--- src/rtl/lsu_mem_port.sv ---
// Memory-stage load/store port: one word-wide bus transaction per request, with byte enables.
// Optional bus abort after MAX_WAIT cycles is enabled by defining LSU_TIMEOUT_EN.
module lsu_mem_port #(
    parameter int unsigned ADDR_W   = 32,
    parameter int unsigned MAX_WAIT = 15
) (
    input  logic              clk,
    input  logic              reset_n,
    input  logic              req_valid,
    input  logic              req_we,
    input  logic [1:0]        store_src,
    input  logic [2:0]        load_part,
    input  logic [ADDR_W-1:0] addr,
    input  logic [31:0]       wdata,
    output logic              stall,
    output logic [31:0]       rdata,
    output logic              rdata_valid,
    output logic              misalign,
    output logic              timeout,
    output logic              bus_valid,
    input  logic              bus_ready,
    output logic              bus_we,
    output logic [ADDR_W-1:0] bus_addr,
    output logic [3:0]        bus_be,
    output logic [31:0]       bus_wdata,
    input  logic              bus_rvalid,
    input  logic [31:0]       bus_rdata
);

    typedef enum logic [1:0] {StIdle, StAddr, StResp, StDone} state_e;

    localparam logic [1:0] SzByte = 2'd0;
    localparam logic [1:0] SzHalf = 2'd1;
    localparam logic [1:0] SzWord = 2'd2;

    state_e            state_q, state_d;
    logic [1:0]        off_q, size_q;
    logic              signed_q;
    logic              bus_we_q;
    logic [ADDR_W-1:0] bus_addr_q;
    logic [3:0]        bus_be_q;
    logic [31:0]       bus_wdata_q;
    logic [31:0]       rdata_q, rdata_d;

    logic              legal, aligned, accept, ld_signed, abort;
    logic [1:0]        size;
    logic [3:0]        be_new;
    logic [31:0]       wdata_new, lane, load_ext;

    // Request decode: size class, signedness, legality and alignment.
    always_comb begin
        legal     = 1'b1;
        size      = SzWord;
        ld_signed = 1'b0;
        if (req_we) begin
            case (store_src)
                2'b00:   size = SzWord;
                2'b01:   size = SzHalf;
                2'b10:   size = SzByte;
                default: legal = 1'b0;
            endcase
        end else begin
            case (load_part)
                3'b000: begin size = SzByte; ld_signed = 1'b1; end
                3'b001: begin size = SzHalf; ld_signed = 1'b1; end
                3'b010:  size = SzWord;
                3'b100:  size = SzByte;
                3'b101:  size = SzHalf;
                default: legal = 1'b0;
            endcase
        end
        case (size)
            SzByte:  aligned = 1'b1;
            SzHalf:  aligned = ~addr[0];
            default: aligned = (addr[1:0] == 2'b00);
        endcase
    end

    assign accept = (state_q == StIdle) && req_valid && legal && aligned;

    always_comb begin
        be_new    = 4'b1111;
        wdata_new = wdata;
        case (size)
            SzByte: begin
                be_new    = 4'b0001 << addr[1:0];
                wdata_new = {4{wdata[7:0]}};
            end
            SzHalf: begin
                be_new    = 4'b0011 << {addr[1], 1'b0};
                wdata_new = {2{wdata[15:0]}};
            end
            default: ;
        endcase
    end

    assign lane = bus_rdata >> {off_q, 3'b000};

    always_comb begin
        load_ext = lane;
        case (size_q)
            SzByte:  load_ext = {{24{signed_q & lane[7]}}, lane[7:0]};
            SzHalf:  load_ext = {{16{signed_q & lane[15]}}, lane[15:0]};
            default: load_ext = lane;
        endcase
    end

`ifdef LSU_TIMEOUT_EN
    localparam int unsigned CntW = $clog2(MAX_WAIT + 1);

    logic [CntW-1:0] cnt_q, cnt_d;

    // Abort once MAX_WAIT cycles have already been spent in the current wait state.
    assign abort = ((state_q == StAddr) || (state_q == StResp)) &&
                   (cnt_q == CntW'(MAX_WAIT));

    always_comb begin
        cnt_d = cnt_q;
        if (state_d != state_q) begin
            cnt_d = '0;
        end else if ((state_q == StAddr) || (state_q == StResp)) begin
            cnt_d = cnt_q + 1'b1;
        end
    end

    always_ff @(posedge clk) begin
        if (!reset_n) begin
            cnt_q <= '0;
        end else begin
            cnt_q <= cnt_d;
        end
    end
`else
    assign abort = 1'b0;
`endif

    always_comb begin
        state_d = state_q;
        rdata_d = rdata_q;
        unique case (state_q)
            StIdle: begin
                if (accept) state_d = StAddr;
            end
            StAddr: begin
                if (abort) begin
                    rdata_d = '0;
                    state_d = StDone;
                end else if (bus_ready) begin
                    state_d = bus_we_q ? StDone : StResp;
                end
            end
            StResp: begin
                if (bus_rvalid) begin
                    rdata_d = load_ext;
                    state_d = StDone;
                end else if (abort) begin
                    rdata_d = '0;
                    state_d = StDone;
                end
            end
            StDone: state_d = StIdle;
            default: state_d = StIdle;
        endcase
    end

    always_ff @(posedge clk) begin
        if (!reset_n) begin
            state_q     <= StIdle;
            off_q       <= '0;
            size_q      <= '0;
            signed_q    <= 1'b0;
            bus_we_q    <= 1'b0;
            bus_addr_q  <= '0;
            bus_be_q    <= '0;
            bus_wdata_q <= '0;
            rdata_q     <= '0;
        end else begin
            state_q <= state_d;
            rdata_q <= rdata_d;
            if (accept) begin
                off_q       <= addr[1:0];
                size_q      <= size;
                signed_q    <= ld_signed;
                bus_we_q    <= req_we;
                bus_addr_q  <= {addr[ADDR_W-1:2], 2'b00};
                bus_be_q    <= be_new;
                bus_wdata_q <= wdata_new;
            end
        end
    end

    assign stall       = (state_q == StAddr) || (state_q == StResp) || accept;
    assign misalign    = (state_q == StIdle) && req_valid && !(legal && aligned);
    assign timeout     = abort;
    assign bus_valid   = (state_q == StAddr) && !abort;
    assign bus_we      = bus_we_q;
    assign bus_addr    = bus_addr_q;
    assign bus_be      = bus_be_q;
    assign bus_wdata   = bus_wdata_q;
    assign rdata       = rdata_q;
    assign rdata_valid = (state_q == StDone) && !bus_we_q;

endmodule

--- config.mk ---
export PLATFORM = sky130hd
export DESIGN_NAME = lsu_mem_port
export DESIGN_NICKNAME = d
export VERILOG_FILES = /design/src/rtl/lsu_mem_port.sv
export SDC_FILE = /design/constraint.sdc
export NUM_CORES = 1
export LEC_CHECK = 0
export CAP_MARGIN = 20
export CORE_MARGIN = 4
export CORE_UTILIZATION = 40
export DETAILED_ROUTE_END_ITERATION = 16
export DONT_BUFFER_PORTS = 1
export MAX_ROUTING_LAYER = met4
export REMOVE_ABC_BUFFERS = 1
export SETUP_SLACK_MARGIN = 0.02
export SLEW_MARGIN = 20
export SYNTH_ARGS = -nofsm -noshare
export SYNTH_HDL_FRONTEND = slang
export SYNTH_SLANG_ARGS = --single-unit
--- constraint.sdc ---
create_clock -name clk -period 6.3 [get_ports clk]
set_clock_uncertainty 0.1 [all_clocks]
set_input_delay 1.26 -clock clk [delete_from_list [all_inputs] [get_ports clk]]
set_output_delay 1.26 -clock clk [all_outputs]
set_load 0.03 [all_outputs]
==> results list, run 1 <==
- Status: complete, no violations
- In the global route stage, overall resource usage came out at 0.193.
* Fmax: approximately 220 MHz
- Clock root cell: clkbuf_16
- No sink is reached through more buffers than the 2 on the longest clock path.
- Width of the chip: between 100 and 150 um
* Total CTS buffers: 9
- Total vias in the final route: approximately 4000
- Nets@finish: about 670
* Number of sinks handled by clock tree synthesis: between 100 and 150
* First-pass GRT wire length: slightly above 20 mm
* Maximum number of pins on one net before global-route repair: 73
- Core Box Area: ~0.011 mm2
* Total number of yosys warnings: 0
* Die height: 116 um
- The analysis attributes to cell leakage a power of 1.75 nW.
- Post-detailed-route DRC marker count: 0
- Cell variety after synth: 39
* Share of cells above drive strength 1: 0.0575
- CTS tree: yes
* Unrepaired setup endpoints after global routing: false
* Biggest area contributors in the synthesized netlist: dfxtp_1, nand2_1, a21oi_1, a311oi_1, mux2i_1
- Average routed wire per standard cell: roughly 19 um
* Slew HR: 0.268
- Initial antenna violation count: 0
* Worst VDD drop: between 0.00015 and 0.0002 V
- Post-synthesis xor/xnor area fraction: 0
- The worst setup path is of the in -> out kind.
- The initialized floorplan defines 39 standard-cell rows.
- Gates resized during post-CTS repair numbered 0.
- Sum of routed wire length over all layers: ~13 mm
* Placer Congestion: about 0.83
* Launching element type of the critical path: input pin
- The tightest hold path in the finished design has a slack of approximately 0.38 ns.
* Via count of the first global-routing pass: 3809
- DP Wirelength: 9.61 mm
* Total power draw: 2.01 mW
* Sum of negative setup slack: 0 ns
- Layout filler cell count: about 1200
- Drt pass-1 iters: 4
- The count of final max-slew check failures came to 0.
- Number of buffers inserted for hold repair after clock tree synthesis: 0
* Mapped cell area: 0.00470 mm2
- Counting every instance in the synthesized netlist gives between 500 and 600.
- Share of cell area taken by muxes after synthesis: 0.0429
- Cell area power density: about 400 mW/mm2
* Final core utilization: 0.438
* Starting Density: 0.410
- STA puts the critical path data arrival time at about 3.1 ns.
- Portion of the clock cycle consumed by the worst path in the final layout: 0.714
* MaxCap Viol Count: 0
- Of the total synthesized cell area, the portion taken by AND, OR, NAND and NOR gates is 0.181.
* Minimum period implied by the final worst setup slack: ~4.5 ns
- In this run the worst path has a maximum fanout of 12.
* Main combinational cell family by area after synthesis: compound AO/OA/AOI/OAI gates
* Post-CTS setup buffer count: 0
- Worst-path clk slew: around 0.080 ns
* Insertion delay to the later sink of the worst-skew pair: 0.34 ns
* Capturing element type of the critical path: output pin
* Cell type with the largest total area after synthesis: dfxtp_1
- In this run the number of H-tree levels came out at 3.
* Avg Cell Area, Syn: 8.06 um2
- Global route overflow: 0
- Arithmetic-cell share of the synthesized area counting full adders, half adders and majority gates: 0.0213
- At the pin with the least slew margin, the transition time is between 1 and 1.5 ns.
- Part of the Yosys area used for sequential elements: 0.452
* PortBufs: 0
- The final number of hold-violating endpoints came to 0.
- The path class of the tightest hold or removal check is reg -> reg.
- # IOs: ~210
- The count of nets left with antenna violations once routing finished came out at 0.
- Setup-violating endpoint count in the final report: 0
- Mean number of vias per cell: roughly 5.8
* Compound-cell area share of the yosys netlist: 0.250
* Synthesized flop and latch total: 106
- # diodes: 0
* Die Outline Area: 0.0135 mm2
- DRC violation total after the first TritonRoute iteration: between 200 and 300
* Synth-to-Final Area Change: 6.93%
- Yosys top cell area share: 0.452
- Data on the critical path is required at its endpoint by ~4.9 ns.
==> flip-flops by register name, indices dropped and copies added (netlist names) <==
name and flops:
signed_q 1, bus_addr 30, size_q 2, state_q 2
bus_wdata 32, bus_we 1, rdata 32, off_q 2
bus_be 4
==> final timing paths <==
| path | depth (start not counted) | startpoint | endpoint | slack (ns) |
|---|---|---|---|---|
| min | 2 | signed_q | signed_q | 0.38 |
| max | 6 | store_src[0] | misalign | 1.80 |
| max reg2reg | 5 | off_q[1] | rdata[17] | 3.44 |
| min reg2reg | 2 | signed_q | signed_q | 0.38 |
==> worst max-delay path, cell delays in order <==
cell,delay [ns]
inv_1,0.03
ha_1,0.31
nor2_1,0.07
a21oi_1,0.84
a21oi_1,0.13
nor2_1,0.50
==> cells in the mapped netlist <==
cell type,instances
nand2_1,138
nor4b_1,1
mux2_2,1
a21o_1,2
or3b_2,1
o21ai_1,2
a31oi_1,2
inv_1,8
nand3_1,1
a21oi_1,69
a211oi_1,19
a311oi_1,24
nand2b_1,3
inv_2,1
nor2b_1,10
and2_1,1
o211ai_1,2
clkbuf_1,30
o22ai_1,1
or4_1,1
a211oi_4,1
nor3_1,4
mux2i_1,19
o311ai_0,1
o221a_2,8
buf_2,9
nand4_1,1
dfxtp_1,106
o211a_1,2
o21ai_0,33
nor2_1,50
buf_4,6
buf_1,3
a211o_1,4
conb_1,1
ha_1,8
o2bb2ai_1,1
o21a_1,1
a22oi_1,8
==> area by class of cell <==
cell class / count / area (um2) / area share
clock inverter: 6 / 71.3 / 0.0142
inverter: 9 / 33.8 / 0.00673
timing repair buffer: 4 / 42.5 / 0.00847
tap: 143 / 179 / 0.0356
sequential: 106 / 2120 / 0.423
clock buffer: 10 / 239 / 0.0476
multi-input combinational: 422 / 2330 / 0.465
==> cells by family (layout without fill, tap and decap cells) <==
logic type	Yosys count	in the layout
other cells	1	3
compound gates	180	180
mux	20	20
fa+ha+maj	8	8
simple gates	211	211
buf+inv	57	29
flops	106	106
==> stage by stage <==
stage / cell area (um2) / worst slack, ns / std cells
floorplan: 4490 / 1.43 / 537
global placement: 4710 / 1.84 / 684
global route: 5020 / 1.66 / 700
detailed placement: 4710 / 1.76 / 684
finish: 5020 / 1.80 / 700
CTS: 5020 / 1.76 / 700
==> cell usage in the layout (no fill, tap or decap), types with 2 or more instances in the layout <==
| cell type | netlist | layout |
|---|---|---|
| clkbuf_16 | 0 | 9 |
| a22oi_1 | 8 | 8 |
| o221a_2 | 8 | 8 |
| o21ai_1 | 2 | 2 |
| o211ai_1 | 2 | 2 |
| a21oi_1 | 69 | 69 |
| nand2_1 | 138 | 138 |
| a311oi_1 | 24 | 24 |
| a31oi_1 | 2 | 2 |
| nand2b_1 | 3 | 3 |
| o211a_1 | 2 | 2 |
| nor3_1 | 4 | 4 |
| a21o_1 | 2 | 2 |
| mux2i_1 | 19 | 19 |
| inv_1 | 8 | 8 |
| nor2_1 | 50 | 50 |
| inv_6 | 0 | 3 |
| clkinvlp_4 | 0 | 2 |
| buf_4 | 6 | 3 |
| nor2b_1 | 10 | 10 |
| ha_1 | 8 | 8 |
| conb_1 | 1 | 3 |
| dfxtp_1 | 106 | 106 |
| a211oi_1 | 19 | 19 |
| a211o_1 | 4 | 4 |
| o21ai_0 | 33 | 33 |
==> where the power goes <==
part | internal, mW | total, mW | leakage (nW) | switching (mW)
sequential | 0.767 | 1.02 | 0.863 | 0.255
clock | 0.324 | 0.582 | 0.146 | 0.258
combinational | 0.143 | 0.405 | 0.736 | 0.263
==> layer usage <==
metal / track usage / vias to the layer above / wire (um)
met4: 0.0750 / 0 / 226
met2: 0.295 / 172 / 6330
met1: 0.243 / 1875 / 5470
met3: 0.0554 / 20 / 1260
met5: - / - / 0
li1: - / 1980 / -
No activity file was read; power rests on OpenSTA's default activity.
==> run 2, diff against run 1 <==
==> constraint.sdc (replaced) <==
create_clock -name clk -period 3.6 [get_ports clk]
set_clock_uncertainty 0.1 [all_clocks]
set_input_delay 0.72 -clock clk [delete_from_list [all_inputs] [get_ports clk]]
set_output_delay 0.72 -clock clk [all_outputs]
set_load 0.03 [all_outputs]
==> run 2 against run 1 <==
Cell count grew 1.0%; hold slack improved by 0.017 ns; register-to-register slack got worse by 2.2 ns; highest routed layer unchanged; clock-buffer cell count unchanged; setup slack got worse by 1.2 ns; via count is 0.74% lower; non-clock buffer count rose by 7; flip-flop and latch count unchanged; clock power increased by 89%; critical endpoint is now stall.
==> results list, run 2 (same netlist as run 1, synthesis figures left out) <==
- The setup TNS was 0 ns (unchanged).
* Mean number of vias per cell: 5.68 (was 5.78)
- The buffer depth of the longest clock path came to 2 (unchanged).
- Path category of the worst min-delay check: in -> reg (was reg -> reg)
* Critical path class: in -> out (unchanged)
- Std-Cell Rows: 39 (unchanged)
- Nets@finish: 674 (was 667)
- The antenna cell count came to 0 (unchanged).
- The count of antenna-violating nets left after detailed routing came to 0 (unchanged).
* Total vias in the final route: 4017 (was 4047)
- Most used cells in the layout excluding fill and tap cells: nand2_1, dfxtp_1, a21oi_1 (unchanged)
* Cell area power density: 709 mW/mm2 (was 400 mW/mm2)
* Fmax: 335 MHz
- Maximum number of pins on one net before global-route repair: 99 (was 73)
* Unrepaired setup endpoints after global routing: false (unchanged)
* Die height: 116 um (unchanged)
* Die Outline Area: 0.0135 mm2 (unchanged)
* Post_cts resized: 0 (unchanged)
* GRT Util Overall: 0.192 (was 0.193)
* Status: complete, no violations (unchanged)
- Starting Density: 0.410 (unchanged)
- Slew HR: 0.521 (was 0.268)
- Core Box Area: 0.0115 mm2 (unchanged)
- The initial detailed-routing violation count came to 246 (was 289).
* Maximum fanout count along the critical path: 4 (was 12)
- The count of final max-slew check failures is 0 (unchanged).
* Slew at the pin with the worst max-slew slack: 0.714 ns (was 1.10 ns)
* CTS tree: yes (unchanged)
- Most common library cell in the layout ignoring fill and taps: nand2_1 (unchanged)
- Minimum period implied by the final worst setup slack: between 2 and 3 ns
- The synthesis-to-finish area growth is 8.55% (was 6.93%).
- Setup-violating endpoint count in the final report: 0 (unchanged)
- The reported leakage power is 1.80 nW (was 1.75 nW).
- The maximum vdd ir drop was 0.000315 V (was 0.000174 V).
- The number of sinks on the clock net was 106 (unchanged).
* Count of endpoints failing hold in the final timing report: 0 (unchanged)
- The max capacitance violation total was 0 (unchanged).
* Required time of the critical path: 2.78 ns (was 4.94 ns)
- The placed cell count was 691 (was 684).
- PortBufs: 0 (unchanged)
* Via count of the first global-routing pass: 3723 (was 3809)
- Deepest level of the CTS H-tree: 3 (unchanged)
- The DRC violations left came to 0 (unchanged).
- # IOs: 213 (unchanged)
- Width of the chip: 116 um (unchanged)
- Cell Count, Final, Fillers Out: 707 (was 700)
- The buffers inserted during post-CTS setup optimization is 0 (unchanged).
- Average routed wire per standard cell: 18.7 um (was 19.0 um)
* Drt pass-1 iters: 5 (was 4)
- The overall power after layout came to 3.62 mW (was 2.01 mW).
- Portion of the clock cycle consumed by the worst path in the final layout: 0.828
- The kind of end point of the critical path was an output pin (unchanged).
- Global route overflow: 0 (unchanged)
- First-pass GRT wire length: 19.8 mm (was 20.1 mm)
* Clock root cell: clkbuf_16 (unchanged)
- Worst endpoint data arrival time: 2.16 ns (was 3.14 ns)
* Number of buffers inserted for hold repair after clock tree synthesis: 0 (unchanged)
- Worst-path clk slew: 0.08 ns (about the same)
- The global placement routability congestion is 0.841 (was 0.827).
- The initial antenna violation count was 0 (unchanged).
* Insertion delay to the later sink of the worst-skew pair: 0.34 ns (about the same)
* Sum of routed wire length over all layers: 13.2 mm (was 13.3 mm)
- Share of cells above drive strength 1: 0.0691 (was 0.0575)
* Launching element type of the critical path: input pin (unchanged)
* DP Wirelength: 9.61 mm (about the same)
- The clock buffer count from CTS came to 9 (unchanged).
==> run 2: changes by cell type in the layout (fill, tap and decap cells not counted), sizes merged <==
cell,before,now
buf,4,11
bufinv,1,2
clkinv,0,1
clkinvlp,2,0
==> run 2: worst max-delay path, stage by stage <==
cell	delay [ns]
inv_1	0.02
ha_1	0.32
mux2_2	0.29
a21o_1	0.24
a211o_1	0.33
nand2b_1	0.08
buf_4	0.16
==> run 2: power by group <==
group | total [mW] | switching [mW] | internal, mW
logic | 0.738 | 0.467 | 0.271
clock network | 1.10 | 0.460 | 0.638
registers | 1.78 | 0.437 | 1.34
total | 3.62 | 1.36 | 2.25
==> run 2: final timing paths <==
path           startpoint            to  slack (ns)  cells past startpoint
max          store_src[0]         stall        0.62                      7
max reg2reg      off_q[0]     rdata[20]        1.21                      6
min reg2reg      signed_q      signed_q        0.41                      2
min              addr[28]  bus_addr[28]        0.40                      2
==> run 2: area by class of cell <==
class | instances | area [um2]
well taps | 143 | 179
multi-input cells | 422 | 2330
clock buffers | 10 | 239
flip-flops and latches | 106 | 2120
fillers | 1132 | 6370
repair buffers | 11 | 95.1
inverters | 9 | 33.8
clock inverters | 6 | 95.1
==> run 2: metrics by stage <==
step | worst slack, ns | util | hold slack (ns) | area [um2]
final | 0.619 | 0.445 | 0.396 | 5100
after global routing | 0.539 | 0.445 | 0.378 | 5100
after CTS | 0.619 | 0.445 | 0.379 | 5100
after detailed placement | 0.589 | 0.415 | 0.406 | 4760
after global placement | 0.642 | 0.415 | 0.386 | 4760
after floorplan | -0.649 | - | 0.345 | 4490
==> run 2: routing by layer <==
layer | global-route usage | wire length [um] | vias up
met5 | - | 0 | -
met4 | 0.0580 | 209 | 0
met3 | 0.0715 | 1270 | 16
met2 | 0.290 | 6300 | 153
met1 | 0.240 | 5450 | 1859
li1 | - | - | 1989
==> run 3, diff against run 2 <==
==> constraint.sdc (replaced) <==
create_clock -name clk -period 3 [get_ports clk]
set_clock_uncertainty 0.1 [all_clocks]
set_input_delay 0.6 -clock clk [delete_from_list [all_inputs] [get_ports clk]]
set_output_delay 0.6 -clock clk [all_outputs]
set_load 0.03 [all_outputs]
==> run 3 against run 2 <==
Register-to-register slack worse by 0.44 ns; utilization up 0.32 points; clock-buffer cell count unchanged; critical path type unchanged; critical endpoint unchanged.
==> results list, run 3 (same netlist as run 1, synthesis figures left out) <==
- Status: complete, no violations (unchanged).
* Unrepaired setup endpoints after global routing: false (unchanged)
- Worst-path clk slew: 0.07 ns (was 0.08 ns)
- CTS tree: yes (unchanged)
* Path category of the worst min-delay check: in -> reg (unchanged)
- Worst Min Path Start: addr[6] (was addr[28])
* # diodes: 0 (unchanged)
- The aggregate routed wire length was 13.3 mm (was 13.2 mm).
* Most used cells in the layout excluding fill and tap cells: nand2_1, dfxtp_1, a21oi_1 (unchanged)
- Post-CTS setup buffer count: 0 (unchanged)
* Nets@finish: 678 (was 674)
* Via count of the first global-routing pass: 3870 (was 3723)
- The worst path in the final design needs a cycle of roughly 2.8 ns, including I/O delays and setup.
* Setup-violating endpoint count in the final report: 0 (unchanged)
- Startpoint of the most critical setup path: store_src[0] (unchanged)
- The switching power as a share of total power came to 0.376 (was 0.377).
- The post-CTS resize count came to 0 (unchanged).
- Antenna Violating Nets Remaining: 0 (unchanged)
- Required time of the critical path: 2.30 ns (was 2.78 ns)
* Fin Hold WS: 0.281 ns (was 0.396 ns)
- The starting density of the core is 0.410 (unchanged).
- Launching element type of the critical path: input pin (unchanged)
- The clock buffer count from CTS was 9 (unchanged).
- Number of stages on the worst hold path: 2 (unchanged)
- The transition time at the pin with the least slew margin is 0.673 ns (was 0.714 ns).
- Metal3 WL: 1.26 mm (was 1.27 mm)
- The startpoint of the most critical register-to-register path was off_q[0] (unchanged).
- The net load switching power came to 1.63 mW (was 1.36 mW).
- Std-Cell Rows: 39 (unchanged)
- The initial antenna violation count is 0 (unchanged).
- The count of final max-slew check failures is 0 (unchanged).
- Deepest level of the CTS H-tree: 3 (unchanged)
* Count of endpoints failing hold in the final timing report: 0 (unchanged)
- The share of total power in sequential cells is 0.495 (was 0.492).
* MaxCap Viol Count: 0 (unchanged)
- The total routing resource utilization after global routing is 0.196 (was 0.192).
* Placer Congestion: 0.838 (was 0.841)
* Total internal power: 2.70 mW (was 2.25 mW)
- The length of routed wiring on met1 is 5.51 mm (was 5.45 mm).
* Cells along the critical path: inv_1 -> ha_1 -> mux2_2 -> a21o_1 -> a211o_1 -> nand2b_1 -> buf_4 (unchanged)
* Average routed wire per standard cell: 18.8 um (was 18.7 um)
- Maximum number of pins on one net before global-route repair: 99 (unchanged)
- The critical path's largest stage delay came to 0.34 ns (was 0.33 ns).
- Of the available clock period, the critical path in the final layout requires 0.928.
- The count of buffers inserted at the top-level ports was 0 (unchanged).
- The area of the core is 0.0115 mm2 (unchanged).
* Number of buffers inserted for hold repair after clock tree synthesis: 0 (unchanged)
* Post-detailed-route DRC marker count: 0 (unchanged)
- The peak fanout along the critical path came to 4 (unchanged).
- Width of the chip: 116 um (unchanged)
* Slew HR: 0.548 (was 0.521)
- The overall power after layout came to 4.33 mW (was 3.62 mW).
* Fmax: about 360 MHz
- The most common cell after layout, fill and taps aside is nand2_1 (unchanged).
- The maximum vdd ir drop is 0.000469 V (was 0.000315 V).
* Clock root cell: clkbuf_16 (unchanged)
- The final worst setup slack is 0.217 ns (was 0.619 ns).
- DP Wirelength: 9.70 mm (was 9.61 mm)
* DRC violation total after the first TritonRoute iteration: 312 (was 246)
* Worst endpoint data arrival time: 2.08 ns (was 2.16 ns)
- Mean number of vias per cell: 5.71 (was 5.68)
- Met2 Wirelength: 6.31 mm (was 6.30 mm)
- The depth of the worst register-to-register path was 6 (unchanged).
* Global route overflow: 0 (unchanged)
- Die Outline Area: 0.0135 mm2 (unchanged)
- Post-place setup slack: 0.231 ns (was 0.589 ns)
* Number of sinks handled by clock tree synthesis: 106 (unchanged)
- Die height: 116 um (unchanged)
- Cell area power density: 843 mW/mm2 (was 709 mW/mm2)
* Capturing element type of the critical path: output pin (unchanged)
* Total vias in the final route: 4062 (was 4017)
- The share of power burned in the clock network is 0.299 (was 0.304).
* Synth-to-Final Area Change: 9.32% (was 8.55%)
- The uppermost signal routing layer after detailed routing is met4 (unchanged).
* Share of cells above drive strength 1: 0.0757 (was 0.0691)
- The first-pass GRT wire length came to 20.2 mm (was 19.8 mm).
- Critical path class: in -> out (unchanged)
* # IOs: 213 (unchanged)
- The setup TNS is 0 ns (unchanged).
* Buffers from clock root to sink, at most: 2 (unchanged)
- Portion of total power attributed to combinational logic: 0.206 (was 0.204)
- Final core utilization: 0.448 (was 0.445)
- Cell leakage power: 1.81 nW (was 1.80 nW)
- The critical-path cell with the highest stage delay is ha_1 (was a211o_1).
- The insertion delay to the later sink of the worst-skew pair came to 0.34 ns (about the same).
- The detailed-routing iteration count for the pre-antenna-repair pass came to 5 (unchanged).
run 3: metal layers:
metal / vias to the layer above / track usage
met3: 18 / 0.0684
met4: 0 / 0.0758
li1: 1990 / -
met5: - / -
met1: 1902 / 0.237
met2: 152 / 0.299
run 3: worst max-delay path, delay by kind of cell:
| kind | cells | cell delay [ns] |
|---|---|---|
| and+or+nand+nor | 1 | 0.09 |
| buffers and inverters | 2 | 0.18 |
| AOI/OAI and AO/OA | 2 | 0.58 |
| muxes | 1 | 0.30 |
| adders and majority gates | 1 | 0.34 |
run 3: power by group through the flow:
stage | sequential [mW] | combinational, mW | clock (mW)
floorplan | 2.13 | 0.659 | 0
global placement | 2.17 | 0.857 | 0
detailed placement | 2.18 | 0.888 | 0
CTS | 2.15 | 0.891 | 1.34
global route | 2.17 | 0.999 | 1.40
finish | 2.14 | 0.891 | 1.30
run 3: path summary, 6_finish.rpt:
| kind | slack (ns) | endpoint |
|---|---|---|
| hold / removal | 0.28 | bus_addr[6] |
| hold reg to reg | 0.39 | signed_q |
| setup reg to reg | 0.77 | rdata[23] |
| setup / recovery | 0.22 | stall |
run 3: final cells by class:
cell class	instances	area, um2
fill	1128	6330
multi-input combinational	422	2330
sequential	106	2120
clock buffer	10	239
tap	143	179
timing repair buffer	15	138
clock inverter	6	88.8
inverter	9	33.8
run 3: metrics by stage:
step	cell area, um2	instances
after floorplan	4490	537
after global placement	4810	695
after detailed placement	4810	695
after CTS	5130	711
after global routing	5130	711
final	5130	711
